File: src/rtl/ex_stage_unit_if.sv
// ex_stage_unit_if - signal bundle between the decode/execute pipeline register
// and the execute stage. The master side is whatever drives the decoded
// instruction fields; the slave side is the execute stage itself.
interface ex_stage_unit_if;

    // Decoded instruction fields
    logic        valid;
    logic [15:0] reg1;
    logic [15:0] reg2;
    logic [15:0] imm;
    logic        alu_src;
    logic [3:0]  alu_op;
    logic        set_c;
    logic        clr_c;
    logic        branch;
    logic [1:0]  cond;
    logic [1:0]  stack_op;

    // Execute results toward the execute/memory buffer and fetch
    logic [15:0] result;
    logic [2:0]  flags;
    logic        branch_taken;
    logic [15:0] branch_target;
    logic        flush;
    logic [15:0] stack_addr;
    logic [15:0] sp;
    logic        stack_err;

    modport master (
        output valid, reg1, reg2, imm, alu_src, alu_op,
               set_c, clr_c, branch, cond, stack_op,
        input  result, flags, branch_taken, branch_target,
               flush, stack_addr, sp, stack_err
    );

    modport slave (
        input  valid, reg1, reg2, imm, alu_src, alu_op,
               set_c, clr_c, branch, cond, stack_op,
        output result, flags, branch_taken, branch_target,
               flush, stack_addr, sp, stack_err
    );

endinterface

File: src/rtl/ex_stage_unit.sv
// ex_stage_unit - execute stage of the pipeline.
// Computes the ALU result, owns the {C,N,Z} condition flags and the stack
// pointer, resolves conditional branches and drives the flush window that
// squashes the younger, wrongly fetched instructions.
// Optional feature: define STACK_GUARD_EN to block stack overflow/underflow
// and raise a sticky stack error; without it the stack pointer wraps freely.
module ex_stage_unit #(
    parameter logic [15:0] SP_RESET     = 16'h07FF,
    parameter int          FLUSH_CYCLES = 2
) (
    input  logic           clk,
    input  logic           rst,
    ex_stage_unit_if.slave bus
);

    // ALU opcodes
    localparam logic [3:0] OP_PASSA = 4'd0;
    localparam logic [3:0] OP_NOT   = 4'd1;
    localparam logic [3:0] OP_INC   = 4'd2;
    localparam logic [3:0] OP_DEC   = 4'd3;
    localparam logic [3:0] OP_ADD   = 4'd4;
    localparam logic [3:0] OP_SUB   = 4'd5;
    localparam logic [3:0] OP_AND   = 4'd6;
    localparam logic [3:0] OP_OR    = 4'd7;
    localparam logic [3:0] OP_SHL   = 4'd8;
    localparam logic [3:0] OP_SHR   = 4'd9;

    // Branch conditions
    localparam logic [1:0] COND_JMP = 2'b00;
    localparam logic [1:0] COND_JZ  = 2'b01;
    localparam logic [1:0] COND_JN  = 2'b10;
    localparam logic [1:0] COND_JC  = 2'b11;

    // Stack operations (2'b11 behaves like no operation)
    localparam logic [1:0] STK_PUSH = 2'b01;
    localparam logic [1:0] STK_POP  = 2'b10;

    localparam logic [1:0] FLUSH_LOAD = 2'(FLUSH_CYCLES);

    // Architectural state
    logic        cf;
    logic        nf;
    logic        zf;
    logic [15:0] sp_q;
    logic [1:0]  flush_cnt;
    logic        stack_err_q;

    // Combinational helpers
    logic        v;
    logic [15:0] opa;
    logic [15:0] opb;
    logic [3:0]  shamt;
    logic [15:0] alu_result;
    logic [16:0] wide;
    logic        alu_c;
    logic        upd_zn;
    logic        upd_c;
    logic        cond_met;
    logic        taken;
    logic        next_c;
    logic        next_n;
    logic        next_z;
    logic        is_push;
    logic        is_pop;
    logic        push_err;
    logic        pop_err;
    logic [15:0] sp_inc;
    logic [15:0] sp_dec;

    // An instruction is only real when it is not a bubble and not squashed
    assign v     = bus.valid & (flush_cnt == 2'd0);
    assign opa   = bus.reg1;
    assign opb   = bus.alu_src ? bus.imm : bus.reg2;
    assign shamt = opb[3:0];

    // ALU datapath; the 17-bit wide value carries the carry/borrow/shifted-out bit
    always_comb begin
        alu_result = opb;
        alu_c      = cf;
        upd_zn     = 1'b0;
        upd_c      = 1'b0;
        wide       = 17'd0;
        case (bus.alu_op)
            OP_PASSA: begin
                alu_result = opa;
            end
            OP_NOT: begin
                alu_result = ~opa;
                upd_zn     = 1'b1;
            end
            OP_INC: begin
                wide       = {1'b0, opa} + 17'd1;
                alu_result = wide[15:0];
                alu_c      = wide[16];
                upd_zn     = 1'b1;
                upd_c      = 1'b1;
            end
            OP_DEC: begin
                wide       = {1'b0, opa} - 17'd1;
                alu_result = wide[15:0];
                alu_c      = wide[16];
                upd_zn     = 1'b1;
                upd_c      = 1'b1;
            end
            OP_ADD: begin
                wide       = {1'b0, opa} + {1'b0, opb};
                alu_result = wide[15:0];
                alu_c      = wide[16];
                upd_zn     = 1'b1;
                upd_c      = 1'b1;
            end
            OP_SUB: begin
                wide       = {1'b0, opa} - {1'b0, opb};
                alu_result = wide[15:0];
                alu_c      = wide[16];
                upd_zn     = 1'b1;
                upd_c      = 1'b1;
            end
            OP_AND: begin
                alu_result = opa & opb;
                upd_zn     = 1'b1;
            end
            OP_OR: begin
                alu_result = opa | opb;
                upd_zn     = 1'b1;
            end
            OP_SHL: begin
                wide       = {1'b0, opa} << shamt;
                alu_result = wide[15:0];
                alu_c      = wide[16];
                upd_zn     = 1'b1;
                upd_c      = (shamt != 4'd0);
            end
            OP_SHR: begin
                wide       = {opa, 1'b0} >> shamt;
                alu_result = wide[16:1];
                alu_c      = wide[0];
                upd_zn     = 1'b1;
                upd_c      = (shamt != 4'd0);
            end
            default: begin
                alu_result = opb;
            end
        endcase
    end

    // Branch resolution against the flags as they stand before this edge
    always_comb begin
        cond_met = 1'b0;
        case (bus.cond)
            COND_JMP: cond_met = 1'b1;
            COND_JZ:  cond_met = zf;
            COND_JN:  cond_met = nf;
            COND_JC:  cond_met = cf;
            default:  cond_met = 1'b0;
        endcase
        taken = v & bus.branch & cond_met;
    end

    // Next flag values: ALU update, then carry control, then the branch clear
    always_comb begin
        next_c = cf;
        next_n = nf;
        next_z = zf;
        if (upd_zn) begin
            next_z = (alu_result == 16'd0);
            next_n = alu_result[15];
        end
        if (upd_c) begin
            next_c = alu_c;
        end
        if (bus.set_c) begin
            next_c = 1'b1;
        end else if (bus.clr_c) begin
            next_c = 1'b0;
        end
        if (taken) begin
            case (bus.cond)
                COND_JZ: next_z = 1'b0;
                COND_JN: next_n = 1'b0;
                COND_JC: next_c = 1'b0;
                default: ;
            endcase
        end
    end

    // Stack address and overflow/underflow detection
    always_comb begin
        is_push    = v & (bus.stack_op == STK_PUSH);
        is_pop     = v & (bus.stack_op == STK_POP);
        sp_inc     = sp_q + 16'd1;
        sp_dec     = sp_q - 16'd1;
        push_err   = is_push & (sp_q == 16'h0000);
        pop_err    = is_pop & (sp_q == SP_RESET);
    end

    // Condition flags only move for real instructions
    always_ff @(posedge clk or posedge rst) begin
        if (rst) begin
            cf <= 1'b0;
            nf <= 1'b0;
            zf <= 1'b0;
        end else if (v) begin
            cf <= next_c;
            nf <= next_n;
            zf <= next_z;
        end
    end

    // Flush window: load on a taken branch, otherwise count down to idle
    always_ff @(posedge clk or posedge rst) begin
        if (rst) begin
            flush_cnt <= 2'd0;
        end else if (taken) begin
            flush_cnt <= FLUSH_LOAD;
        end else if (flush_cnt != 2'd0) begin
            flush_cnt <= flush_cnt - 2'd1;
        end
    end

`ifdef STACK_GUARD_EN
    // Guarded stack pointer: an overflowing push or underflowing pop is dropped
    always_ff @(posedge clk or posedge rst) begin
        if (rst) begin
            sp_q <= SP_RESET;
        end else if (is_push && !push_err) begin
            sp_q <= sp_dec;
        end else if (is_pop && !pop_err) begin
            sp_q <= sp_inc;
        end
    end

    // Sticky stack error, cleared only by reset
    always_ff @(posedge clk or posedge rst) begin
        if (rst) begin
            stack_err_q <= 1'b0;
        end else if (push_err || pop_err) begin
            stack_err_q <= 1'b1;
        end
    end
`else
    // Free-running stack pointer, wrapping modulo 2^16
    always_ff @(posedge clk or posedge rst) begin
        if (rst) begin
            sp_q <= SP_RESET;
        end else if (is_push) begin
            sp_q <= sp_dec;
        end else if (is_pop) begin
            sp_q <= sp_inc;
        end
    end

    // The error only exists with the guard; keep the error logic quiet here
    always_comb begin
        stack_err_q = 1'b0 & (push_err | pop_err);
    end
`endif

    assign bus.result        = alu_result;
    assign bus.flags         = {cf, nf, zf};
    assign bus.branch_taken  = taken;
    assign bus.branch_target = bus.reg1;
    assign bus.flush         = (flush_cnt != 2'd0);
    assign bus.stack_addr    = is_pop ? sp_inc : sp_q;
    assign bus.sp            = sp_q;
    assign bus.stack_err     = stack_err_q;

endmodule

File: src/flat_wrapper.sv
// flat-port wrapper written by rule: the top's interface ports become plain ports
module ex_stage_unit_flat 
#(
    parameter logic [15:0] SP_RESET     = 16'h07FF,
    parameter int          FLUSH_CYCLES = 2
)
  (clk, rst, bus_valid, bus_reg1, bus_reg2, bus_imm, bus_alu_src, bus_alu_op, bus_set_c, bus_clr_c, bus_branch, bus_cond, bus_stack_op, bus_result, bus_flags, bus_branch_taken, bus_branch_target, bus_flush, bus_stack_addr, bus_sp, bus_stack_err);
  ex_stage_unit_if bus_i ();
  input  logic clk;
  input  logic rst;
  input wire logic [$bits(bus_i.valid)-1:0] bus_valid;
  input wire logic [$bits(bus_i.reg1)-1:0] bus_reg1;
  input wire logic [$bits(bus_i.reg2)-1:0] bus_reg2;
  input wire logic [$bits(bus_i.imm)-1:0] bus_imm;
  input wire logic [$bits(bus_i.alu_src)-1:0] bus_alu_src;
  input wire logic [$bits(bus_i.alu_op)-1:0] bus_alu_op;
  input wire logic [$bits(bus_i.set_c)-1:0] bus_set_c;
  input wire logic [$bits(bus_i.clr_c)-1:0] bus_clr_c;
  input wire logic [$bits(bus_i.branch)-1:0] bus_branch;
  input wire logic [$bits(bus_i.cond)-1:0] bus_cond;
  input wire logic [$bits(bus_i.stack_op)-1:0] bus_stack_op;
  output wire logic [$bits(bus_i.result)-1:0] bus_result;
  output wire logic [$bits(bus_i.flags)-1:0] bus_flags;
  output wire logic [$bits(bus_i.branch_taken)-1:0] bus_branch_taken;
  output wire logic [$bits(bus_i.branch_target)-1:0] bus_branch_target;
  output wire logic [$bits(bus_i.flush)-1:0] bus_flush;
  output wire logic [$bits(bus_i.stack_addr)-1:0] bus_stack_addr;
  output wire logic [$bits(bus_i.sp)-1:0] bus_sp;
  output wire logic [$bits(bus_i.stack_err)-1:0] bus_stack_err;
  assign bus_i.valid = bus_valid;
  assign bus_i.reg1 = bus_reg1;
  assign bus_i.reg2 = bus_reg2;
  assign bus_i.imm = bus_imm;
  assign bus_i.alu_src = bus_alu_src;
  assign bus_i.alu_op = bus_alu_op;
  assign bus_i.set_c = bus_set_c;
  assign bus_i.clr_c = bus_clr_c;
  assign bus_i.branch = bus_branch;
  assign bus_i.cond = bus_cond;
  assign bus_i.stack_op = bus_stack_op;
  assign bus_result = bus_i.result;
  assign bus_flags = bus_i.flags;
  assign bus_branch_taken = bus_i.branch_taken;
  assign bus_branch_target = bus_i.branch_target;
  assign bus_flush = bus_i.flush;
  assign bus_stack_addr = bus_i.stack_addr;
  assign bus_sp = bus_i.sp;
  assign bus_stack_err = bus_i.stack_err;
  ex_stage_unit #(.SP_RESET(SP_RESET), .FLUSH_CYCLES(FLUSH_CYCLES)) u_core (.clk(clk), .rst(rst), .bus(bus_i));
endmodule
File: config.mk
export PLATFORM = sky130hd
export DESIGN_NAME = ex_stage_unit_flat
export DESIGN_NICKNAME = d
export VERILOG_FILES = /design/src/rtl/ex_stage_unit_if.sv /design/src/rtl/ex_stage_unit.sv /design/src/flat_wrapper.sv
export SDC_FILE = /design/constraint.sdc
export NUM_CORES = 1
export LEC_CHECK = 0
export CELL_PAD_IN_SITES_DETAIL_PLACEMENT = 2
export CELL_PAD_IN_SITES_GLOBAL_PLACEMENT = 2
export CORE_MARGIN = 5
export CORE_UTILIZATION = 25
export CTS_CLUSTER_SIZE = 12
export DETAILED_ROUTE_END_ITERATION = 16
export PLACE_DENSITY_LB_ADDON = 0.25
export SYNTH_ARGS = -nofsm -noshare
export SYNTH_HDL_FRONTEND = slang
export SYNTH_SLANG_ARGS = --single-unit
File: constraint.sdc
create_clock -name clk -period 8.45 [get_ports clk]
set_clock_uncertainty 0.2 [all_clocks]
set_input_delay 1.69 -clock clk [delete_from_list [all_inputs] [get_ports clk]]
set_output_delay 1.69 -clock clk [all_outputs]
set_load 0.02 [all_outputs]
Word-level counts from Yosys, hierarchy flattened
Index checks and enable logic that the tools add are counted.
{"block": "totals", "register_bits": 21, "word_cells": 67}
{"block": "op_classes", "eq_ne": 14, "n_reduce_logical": 10, "add_sub_neg": 7, "shifts": 2, "bitwise_logic": 8, "n_mux": 21}
{"cell": "16-bit one-hot mux with 10 select lines", "n": 1}
{"cell": "16-bit 2-to-1 mux", "n": 3}
{"cell": "16-bit by 1-bit adder with 17-bit output (second input constant)", "n": 1}
{"cell": "16-bit by 16-bit adder with 17-bit output", "n": 1}
{"cell": "16-bit by 4-bit left shift with 17-bit output", "n": 1}
{"cell": "17-bit by 4-bit right shift with 17-bit output", "n": 1}
{"cell": "16-bit by 1-bit subtractor with 17-bit output (second input constant)", "n": 1}
{"cell": "16-bit by 16-bit subtractor with 17-bit output", "n": 1}
{"cell": "16-bit by 1-bit adder with 16-bit output (second input constant)", "n": 1}
{"cell": "16-bit bitwise AND", "n": 1}
{"cell": "4-bit by 3-bit equality test with 1-bit output (second input constant)", "n": 4}
{"cell": "16-bit logical NOT", "n": 1}
{"cell": "16-bit NOT", "n": 1}
{"cell": "16-bit bitwise OR", "n": 1}
{"cell": "16-bit by 1-bit subtractor with 16-bit output (second input constant)", "n": 1}
{"cell": "1-bit 2-to-1 mux", "n": 12}
{"cell": "9-bit OR reduction", "n": 1}
{"cell": "4-bit by 2-bit equality test with 1-bit output (second input constant)", "n": 2}
{"cell": "4-bit equality test (second input constant)", "n": 2}
{"cell": "2-bit equality test (second input constant)", "n": 3}
{"cell": "1-bit one-hot mux with 6 select lines", "n": 1}
{"cell": "1-bit bitwise AND", "n": 5}
{"cell": "2-bit by 1-bit equality test with 1-bit output (second input constant)", "n": 2}
{"cell": "4-bit by 1-bit equality test with 1-bit output (second input constant)", "n": 1}
{"cell": "other kinds (10)", "n": 13}

Depth between registers and ports, before layout
Gate-level depths: netlist (run 1).
{"block": "depth", "word_depth": 8, "ltp_mapped": 18, "depth_no_buf": 15}

Worst setup path after synthesis (run 1)
No wires, ideal clock.
{"block": "synth_timing", "kind": "input-to-output", "start": "in bus_alu_src", "end": "out bus_result[15]", "path_slack_ns": 1.086, "path_stages": 14, "path_buffers": 4, "required_ns": 6.560, "arrival_time_ns": 5.474, "cell_sequence": "buf_6 mux2i_4 clkbuf_1 clkbuf_1 buf_1 ha_1 nor2_1 o311a_1 a41oi_1 o41ai_1 nand3_1 mux2i_1 nand4_1 a21boi_0"}
{"block": "synth_between", "elab_chain_len": 3, "word_cells_on_any_way": 8, "cone_classes": "add/sub: 2; shift: 2; mux: 2; bitwise: 2"}
{"item": "start, declared", "line": "flat_wrapper.sv:15", "source": "input wire logic [$bits(bus_i.alu_src)-1:0] bus_alu_src;"}
{"item": "16-bit 2-to-1 mux *", "line": "ex_stage_unit.sv:73", "source": "assign opb = bus.alu_src ? bus.imm : bus.reg2;"}
{"item": "16-bit by 16-bit subtractor with 17-bit output, or another cell as far along", "line": "ex_stage_unit.sv:113", "source": "wide = {1'b0, opa} - {1'b0, opb};"}
{"item": "16-bit one-hot mux with 10 select lines *", "line": "ex_stage_unit.sv:83", "source": "case (bus.alu_op)"}
{"item": "end, declared", "line": "flat_wrapper.sv:22", "source": "output wire logic [$bits(bus_i.result)-1:0] bus_result;"}
Every way passes the cells marked *; elsewhere a longest branch is shown, timed or not.

Worst setup path in the final report (run 1)
Ends and elaborated chain as after synthesis.

==> results of run 1 <==
[per-layer routing]
metal	up-vias	wire (microns)	track usage, %
met5	-	0	0
met4	0	669	4.00
met3	34	2090	2.98
met2	275	17200	37.7
met1	4236	16600	31.3
li1	3828	-	-
[through the flow]
step,hold WS [ps],cells,worst slack (ps),utilization (%),power [W]
floorplan,296,980,1090,-,0.000754
global placement,323,1457,541,31.8,0.00113
detailed placement,327,1457,289,31.8,0.00115
CTS,337,1461,273,32.1,0.00127
global route,349,1461,174,32.1,0.00134
finish,332,1461,422,32.1,0.00126
[synth_stat cells (14+ instances only)]
library cell | number | share of area, %
a211oi_1 | 17 | 1.8
a21oi_1 | 59 | 4.2
a31oi_1 | 16 | 1.4
buf_4 | 20 | 2.1
clkbuf_1 | 55 | 2.9
ha_1 | 64 | 11
inv_1 | 46 | 2.5
mux2i_1 | 40 | 5.7
nand2_1 | 75 | 4.0
nand2b_1 | 15 | 1.3
nand3_1 | 35 | 2.5
nand4_1 | 16 | 1.4
nor2_1 | 87 | 4.7
nor3_1 | 34 | 2.4
o21ai_0 | 47 | 3.4
or3_1 | 14 | 1.2
xnor2_1 | 39 | 4.9
xor2_1 | 29 | 3.6
[critical path, cell delays in order]
cell and delay [ps]:
clkdlybuf4s50_1 660, buf_4 310, mux2i_4 410, ha_1 320, nor2_1 220, o311a_1 240
a41oi_1 280, o41ai_1 450, buf_4 190, nand3_1 90, mux2i_1 140, nand4_1 130
a21boi_0 300, clkdlybuf4s50_1 690
[layout make-up]
cell class              instances  share of cell area (%)
inverters                      50                    2.14
repair buffers                191                    19.7
clock buffers                   3                   0.843
clock inverters                 1                  0.0562
multi-input cells             817                    65.9
well taps                     378                    5.31
flip-flops and latches         21                    6.06
[flip-flops by register name, indices dropped and copies added, names as in the netlist]
name              cells
u_core.bus.sp        16
u_core.cf             1
u_core.flush_cnt      2
u_core.nf             1
u_core.zf             1
[logic make-up after synthesis]
kind of cell	count (synthesis)
adder cells (fa/ha/maj)	66
buffers and inverters	142
other	1
AND/OR/NAND/NOR	346
flip-flops	21
XOR/XNOR	68
multiplexers	59
AO/OA/AOI/OAI	277
[repair_timing]
item,4_1_cts,5_1_grt
endpoints found under the setup margin,0,1
hold buffers,0,0
gates resized for setup,0,1
[report_power, final]
| group | switching (W) | internal, W | total, W | leakage, nW |
|---|---|---|---|---|
| clock | 0.0000428 | 0.0000639 | 0.000107 | 0.0409 |
| sequential | 0.0000695 | 0.000160 | 0.000229 | 0.242 |
| combinational | 0.000526 | 0.000394 | 0.000920 | 3.27 |
| total | 0.000638 | 0.000618 | 0.00126 | 3.55 |
[final timing paths]
check	cells past startpoint	end	slack, ps
worst max-delay path	14	bus_result[15]	420
worst min-delay path	1	u_core.bus.sp[2]	330
worst max register to register	10	u_core.zf	4430
worst min register to register	1	u_core.bus.sp[2]	330
max in group asynchronous	2	u_core.bus.sp[15]	5760
min in group asynchronous	2	u_core.nf	1720
==> results, run 1 <==
- The flow ran to the end, and the final reports show no timing, DRC or antenna violations.
- At the pin with the least slew margin, the transition time is approximately 910 ps.
- The gate count after technology mapping is 980.
- Counting the buffers created by CTS gives 3.
- The routed design could run at a clock period as short as around 8000 ps.
- The final-report setup violation count is 0.
- The worst setup path is of the in2out kind.
- The synthesized netlist devotes between 20% and 30% of its cell area to simple gates.
- After floorplanning, the core was sized to cover 27800 sq um.
- The layout filler cell count is 3333.
- The count of antenna-violating nets left after detailed routing is 0.
- The kind of end point of the critical path is an output pin.
- The total global routing track utilization is 22.5%.
- After global routing the overflow that remains totals 0.
- Dividing the detail-routed wire length by the instance count gives 25.0 microns.
- After synthesis, the largest family of logic cells by area is compound AO/OA/AOI/OAI gates.
- Dividing the detail-routed via count by the number of cells gives approximately 5.7.
- At the worst endpoint, the required time is 6560 ps.
- For the worst-skew pair, the clock arrives at the later sink with an insertion delay of 260 ps.
- STA classifies the critical path startpoint as an input port.
- Once the floorplan was initialized, standard cells occupied 25.2% of the core.
- The worst path uses 95.0% of the clock period.
- Summing the areas of all compound-gate instances in the mapped netlist gives 27.1% of the synthesized area.
- The total power divided by cell area is 141 nW/um^2.
- The flip-flop and latch count after synthesis is 21.
- The most critical setup path has its startpoint at bus_alu_src.
- Leaving out fill and tap cells, the most frequent cell in the layout is clkdlybuf4s50_1.
- The chip height is roughly 180 microns.
- The floorplan step set the die width to approximately 180 microns.
- The share of final-layout standard cells stronger than drive strength 1 is 9.23%.
- The startpoint identified for the worst register-to-register timing path is u_core.flush_cnt[0].
- The worst hold path begins at u_core.bus.sp[2].
- The CTS clock-pin slew for the worst setup and hold paths is ~60 ps.
- The number of maximum-capacitance constraint violations is 0.
- The highest ir drop seen on vdd is 0.0000675 V.
- The number of antenna violations at the first check in global routing is 0.
- In the routed design, unresolved DRC markers number 0.
- Summing the areas of all fa, ha and maj instances in the mapped netlist gives roughly an eighth of the synthesized area.
- Routability-driven placement finished with a final weighted congestion of roughly 0.90.
- The worst endpoint data arrival time is between 6000 and 7000 ps.
- The top cell types in the final layout, fill and taps aside, are clkdlybuf4s50_1, nor2_1, nand2_1, ha_1, buf_4.
- The sequential cells in the finished layout cover a total of 539 sq um.
- Buffers added to address setup during post-CTS repair amount to 0.
- With fillers left out, the area of the finished cells amounts to a little under 9000 sq um.
- The area growth from synthesis to layout is 27.0%.
- For this run, the detailed router's first-pass iteration total came to 5.
- The area occupied by multi-input gates is approximately 6000 sq um.
- The first-pass GRT wire length is ~55000 microns.
- The mux contribution to synthesized area is between 10% and 20%.
- The root cell of the clock tree is clkbuf_16.
- The dominant register cell in the synthesized netlist is dfstp_2.
- Of the total synthesized cell area, the portion taken by XOR and XNOR cells is about 8.5%.
- The maximum clock rate is ~120 MHz.
- For this run, the number of Yosys warnings is 0.
- The floorplan has 61 rows.
- The post-synth net total is about 1100.
- In the final design database the tool counted approximately 1200 nets.
- For this block, the routed nets add up to 36600 microns of wire.
- Setup repair after global routing left no endpoint under its margin.
- The worst min-delay path class is reg2reg.
- The share of the Yosys chip area taken by registers is approximately 7.7%.
- Of all nets on the critical path, the largest fanout is 7.
- The maximum number of pins on one net before global-route repair is 42.
- The detailed placement HPWL is between 20000 and 30000 microns.
- The count of distinct cell types in the synthesized netlist is 75.
- The antenna cell count is 0.
- The normalized max-slew margin is between 30% and 40%.
- The sink count of the clock tree is 21.
- The count of port buffers added during placement is between 100 and 150.
- CTS built an H-tree with a depth of 1.
- The top-level I/O count is between 100 and 150.
- Counting flops with an async set or reset pin after synthesis yields a share of between 90% and 100%.
- The synthesized area per cell is 7.16 sq um.
- The hold violation count in the final report is 0.
- The aggregate negative setup slack is 0 ps.
- After synthesis the cells add up to between 7000 and 8000 sq um.
- The max-slew violation total from the final report is 0.
- After detailed placement, the total cell area comes to about 8800 sq um.
- The number of global-route vias before repair was roughly 8700.
- The synthesized design contains 0 enable-type register cells.
- The worst-case clock buffer depth is 2.
- Summing over every cut layer, the via total after detailed routing is around 8400.
- The die outline area is ~32000 sq um.
- The starting DRC count in detailed routing is about 510.
- The TritonCTS clock tree is built.
- For this design the static power due to leakage is ~3.6 nW.
Note: power is estimated with default switching activity, not from simulation.
==> run 2: changes to the inputs <==
- CTS_CLUSTER_SIZE: 12 -> unset
==> results of run 2 <==
Final layout, timing and power as in run 1 (identical DEF).
==> run 3: changes to the inputs <==
- REMOVE_ABC_BUFFERS: unset -> 1
==> results, run 3 (synthesis results as in run 1) <==
- The number of buffers added by the clock tree synthesis step is 3.
- After layout, the worst setup slack is 367 ps.
- The highest metal layer used by the detailed router is met4.
- The number of antenna violations at the first check in global routing is 1.
- The worst hold margin is around 340 ps.
- The share of final-layout standard cells stronger than drive strength 1 is under 10%.
- The clock latency on the worst-skew pair is between 200 and 300 ps.
- The flip-flop count of the largest register after layout is 16.
- Counting every sink on the clock net gives 21.
- At the worst endpoint, the arrival time is roughly 6200 ps.
- Clock-pin slew was measured on the worst setup and hold paths at roughly 60 ps.
- The actual transition at the worst max-transition pin is roughly 980 ps.
- The worst setup path is launched from an input port.
- The combinational fraction of design power is between 70% and 80%.
- The count of nets left with antenna violations once routing finished came out at 0.
- The HPWL after detailed placement is 29300 microns.
- The total vias in the final route is a little over 8000.
- The number of rows created at floorplan is 61.
- Entering global routing, the biggest net connects 35 pins.
- Dividing total power by cell area gives a power density of 141 nW/um^2.
- The number of global-route vias before repair came to about 8800.
- The DRC violations left is 0.
- The max-slew violation total from the final report is 0.
- Adding up every negative setup slack in the final design gives 0 ps.
- Gates resized during post-CTS repair numbered 0.
- The post-CTS setup buffer count is 0.
- The total length of routed met2 wires is 16800 microns.
- Setup violations remaining at the end of the flow were counted as 0.
- The floorplan step defined a die boundary enclosing about 32000 sq um.
- The number of maximum-capacitance constraint violations is 0.
- The total global routing overflow is 0.
- The number of buffers inserted for hold repair after clock tree synthesis is 0.
- In this run the tightest slew margin relative to its limit is 33.0%.
- The number of vias per cell is between 5 and 6.
- The switching part of the total is 50.7%.
- Of all nets on the critical path, the largest fanout is 8.
- The first-pass GRT wire length is 54000 microns.
- The worst-case clock buffer depth is 2.
- Measured along the y axis, the die boundary spans between 150 and 200 microns.
- The internal cell power is about 0.00061 W.
- The analysis attributes to net switching a power of roughly 0.00063 W.
- The most common library cell in the layout ignoring fill and taps is clkdlybuf4s50_1.
- Timing analysis after detailed placement gives a worst setup slack of roughly 270 ps.
- The final layout contains routed wiring with a total length of approximately 36000 microns.
- The growth of design area from synthesis to finish is 25.9%.
- approximately 130 I/O pins were placed.
- The initial standard-cell utilization of the core is about 25%.
- The share of the clock period used by the worst path is 95.7%.
- The hold violation count in the final report is 0.
- The count of port buffers added during placement is ~130.
- For this design the static power due to leakage is between 3 and 4 nW.
- Across every metal layer, demand over resource in global routing totals ~22%.
- The total placed cells including tap cells is about 1400.
- The die outline width is 178 microns.
- The root cell of the clock tree is clkbuf_16.
- The average wire length per cell after detail routing is approximately 25 microns.
- At the end of routability-driven placement, the weighted congestion stood at 0.920.
- The completed layout was analyzed and its total power is ~0.0012 W.
- The final period demand of the worst path is about 8100 ps.
- The total number of nets in the final design is around 1200.
- The register-to-register setup slack is between 4000 and 5000 ps.
- The flow ran to the end, and the final reports show no timing, DRC or antenna violations.
- The highest ir drop seen on vdd is between 0.00006 and 0.00007 V.
- For this block, wires on met1 add up to between 15000 and 20000 microns.
- The standard cell core area is 27800 sq um.
- The number of cells in the finished layout apart from fillers is between 1000 and 1500.
- Leaving out fill and tap cells, the most frequent cells in the layout are clkdlybuf4s50_1, nor2_1, nand2_1, ha_1, a21oi_1.
- Setup repair after global routing left no endpoint under its margin.
- The starting DRC count in detailed routing is approximately 520.
- The clock network fraction of total power is 8.5%.
- The required arrival time at the worst endpoint is ~6600 ps.
- The layout filler cell count is roughly 3300.
- The kind of end point of the critical path is an output pin.
- The TritonCTS clock tree is built.
- The worst min-delay path class is reg2reg.
- The sequential share of power is 18.4%.
- The maximum clock rate is 124 MHz.
- The H-tree depth reported by CTS is 1.
- The antenna cell count is 0.
- The kind of critical path is in2out.
- Summed over all nets, wire length on met3 after detailed routing comes to between 1500 and 2000 microns.
- The first-pass iteration count of the detailed router is 5.
-- run 3: cell count changes in the layout (fill, tap and decap cells not counted), sizes merged --
cell           change
buf                -8
clkdlybuf4s50      -1
-- run 3: final timing paths --
kind                                          start  cells past startpoint             endpoint
worst min register to register     u_core.bus.sp[9]                      1     u_core.bus.sp[9]
worst min-delay path               u_core.bus.sp[9]                      1     u_core.bus.sp[9]
max in group asynchronous                       rst                      2  u_core.flush_cnt[0]
min in group asynchronous                       rst                      2    u_core.bus.sp[11]
worst max-delay path                    bus_alu_src                     13        bus_result[9]
worst max register to register  u_core.flush_cnt[0]                     10            u_core.zf
-- run 3: power by group through the flow --
stage / sequential (W) / combinational (W) / clock, W
finish: 0.000228 / 0.000908 / 0.000106
global route: 0.000241 / 0.000971 / 0.000115
CTS: 0.000230 / 0.000912 / 0.000111
detailed placement: 0.000231 / 0.000907 / 0
global placement: 0.000230 / 0.000893 / 0
floorplan: 0.000258 / 0.000448 / 0
-- run 3: through the flow --
step | instance area [sq um] | util (%)
2_1_floorplan | 6580 | -
3_3_place_gp | 8750 | 31.5
3_5_place_dp | 8750 | 31.5
4_1_cts | 8830 | 31.8
5_1_grt | 8830 | 31.8
6_report | 8830 | 31.8
-- run 3: cell type report --
cell class	instances	area [sq um]	share of cell area (%)
inverters	50	190	2.15
repair buffers	182	1680	19.1
flip-flops and latches	21	539	6.11
clock inverters	1	5.00	0.0567
well taps	378	473	5.36
clock buffers	3	75.1	0.850
multi-input cells	817	5860	66.4
-- run 3: worst max-delay path: stages --
cell and delay (ps):
buf_2 410, mux2i_1 690, ha_1 290, o21ai_0 160, o21ai_0 420, nand4_1 200, a21oi_1 180, nor3_1 60
o32a_1 400, a2111oi_0 850, buf_4 250, nor2_1 40, clkdlybuf4s50_1 530
-- run 3: layer usage --
metal | vias to the layer above | global-route usage (%)
li1 | 3817 | -
met1 | 4167 | 28.6
met2 | 248 | 37.6
met3 | 59 | 2.36
met4 | 0 | 7.64
met5 | - | 0
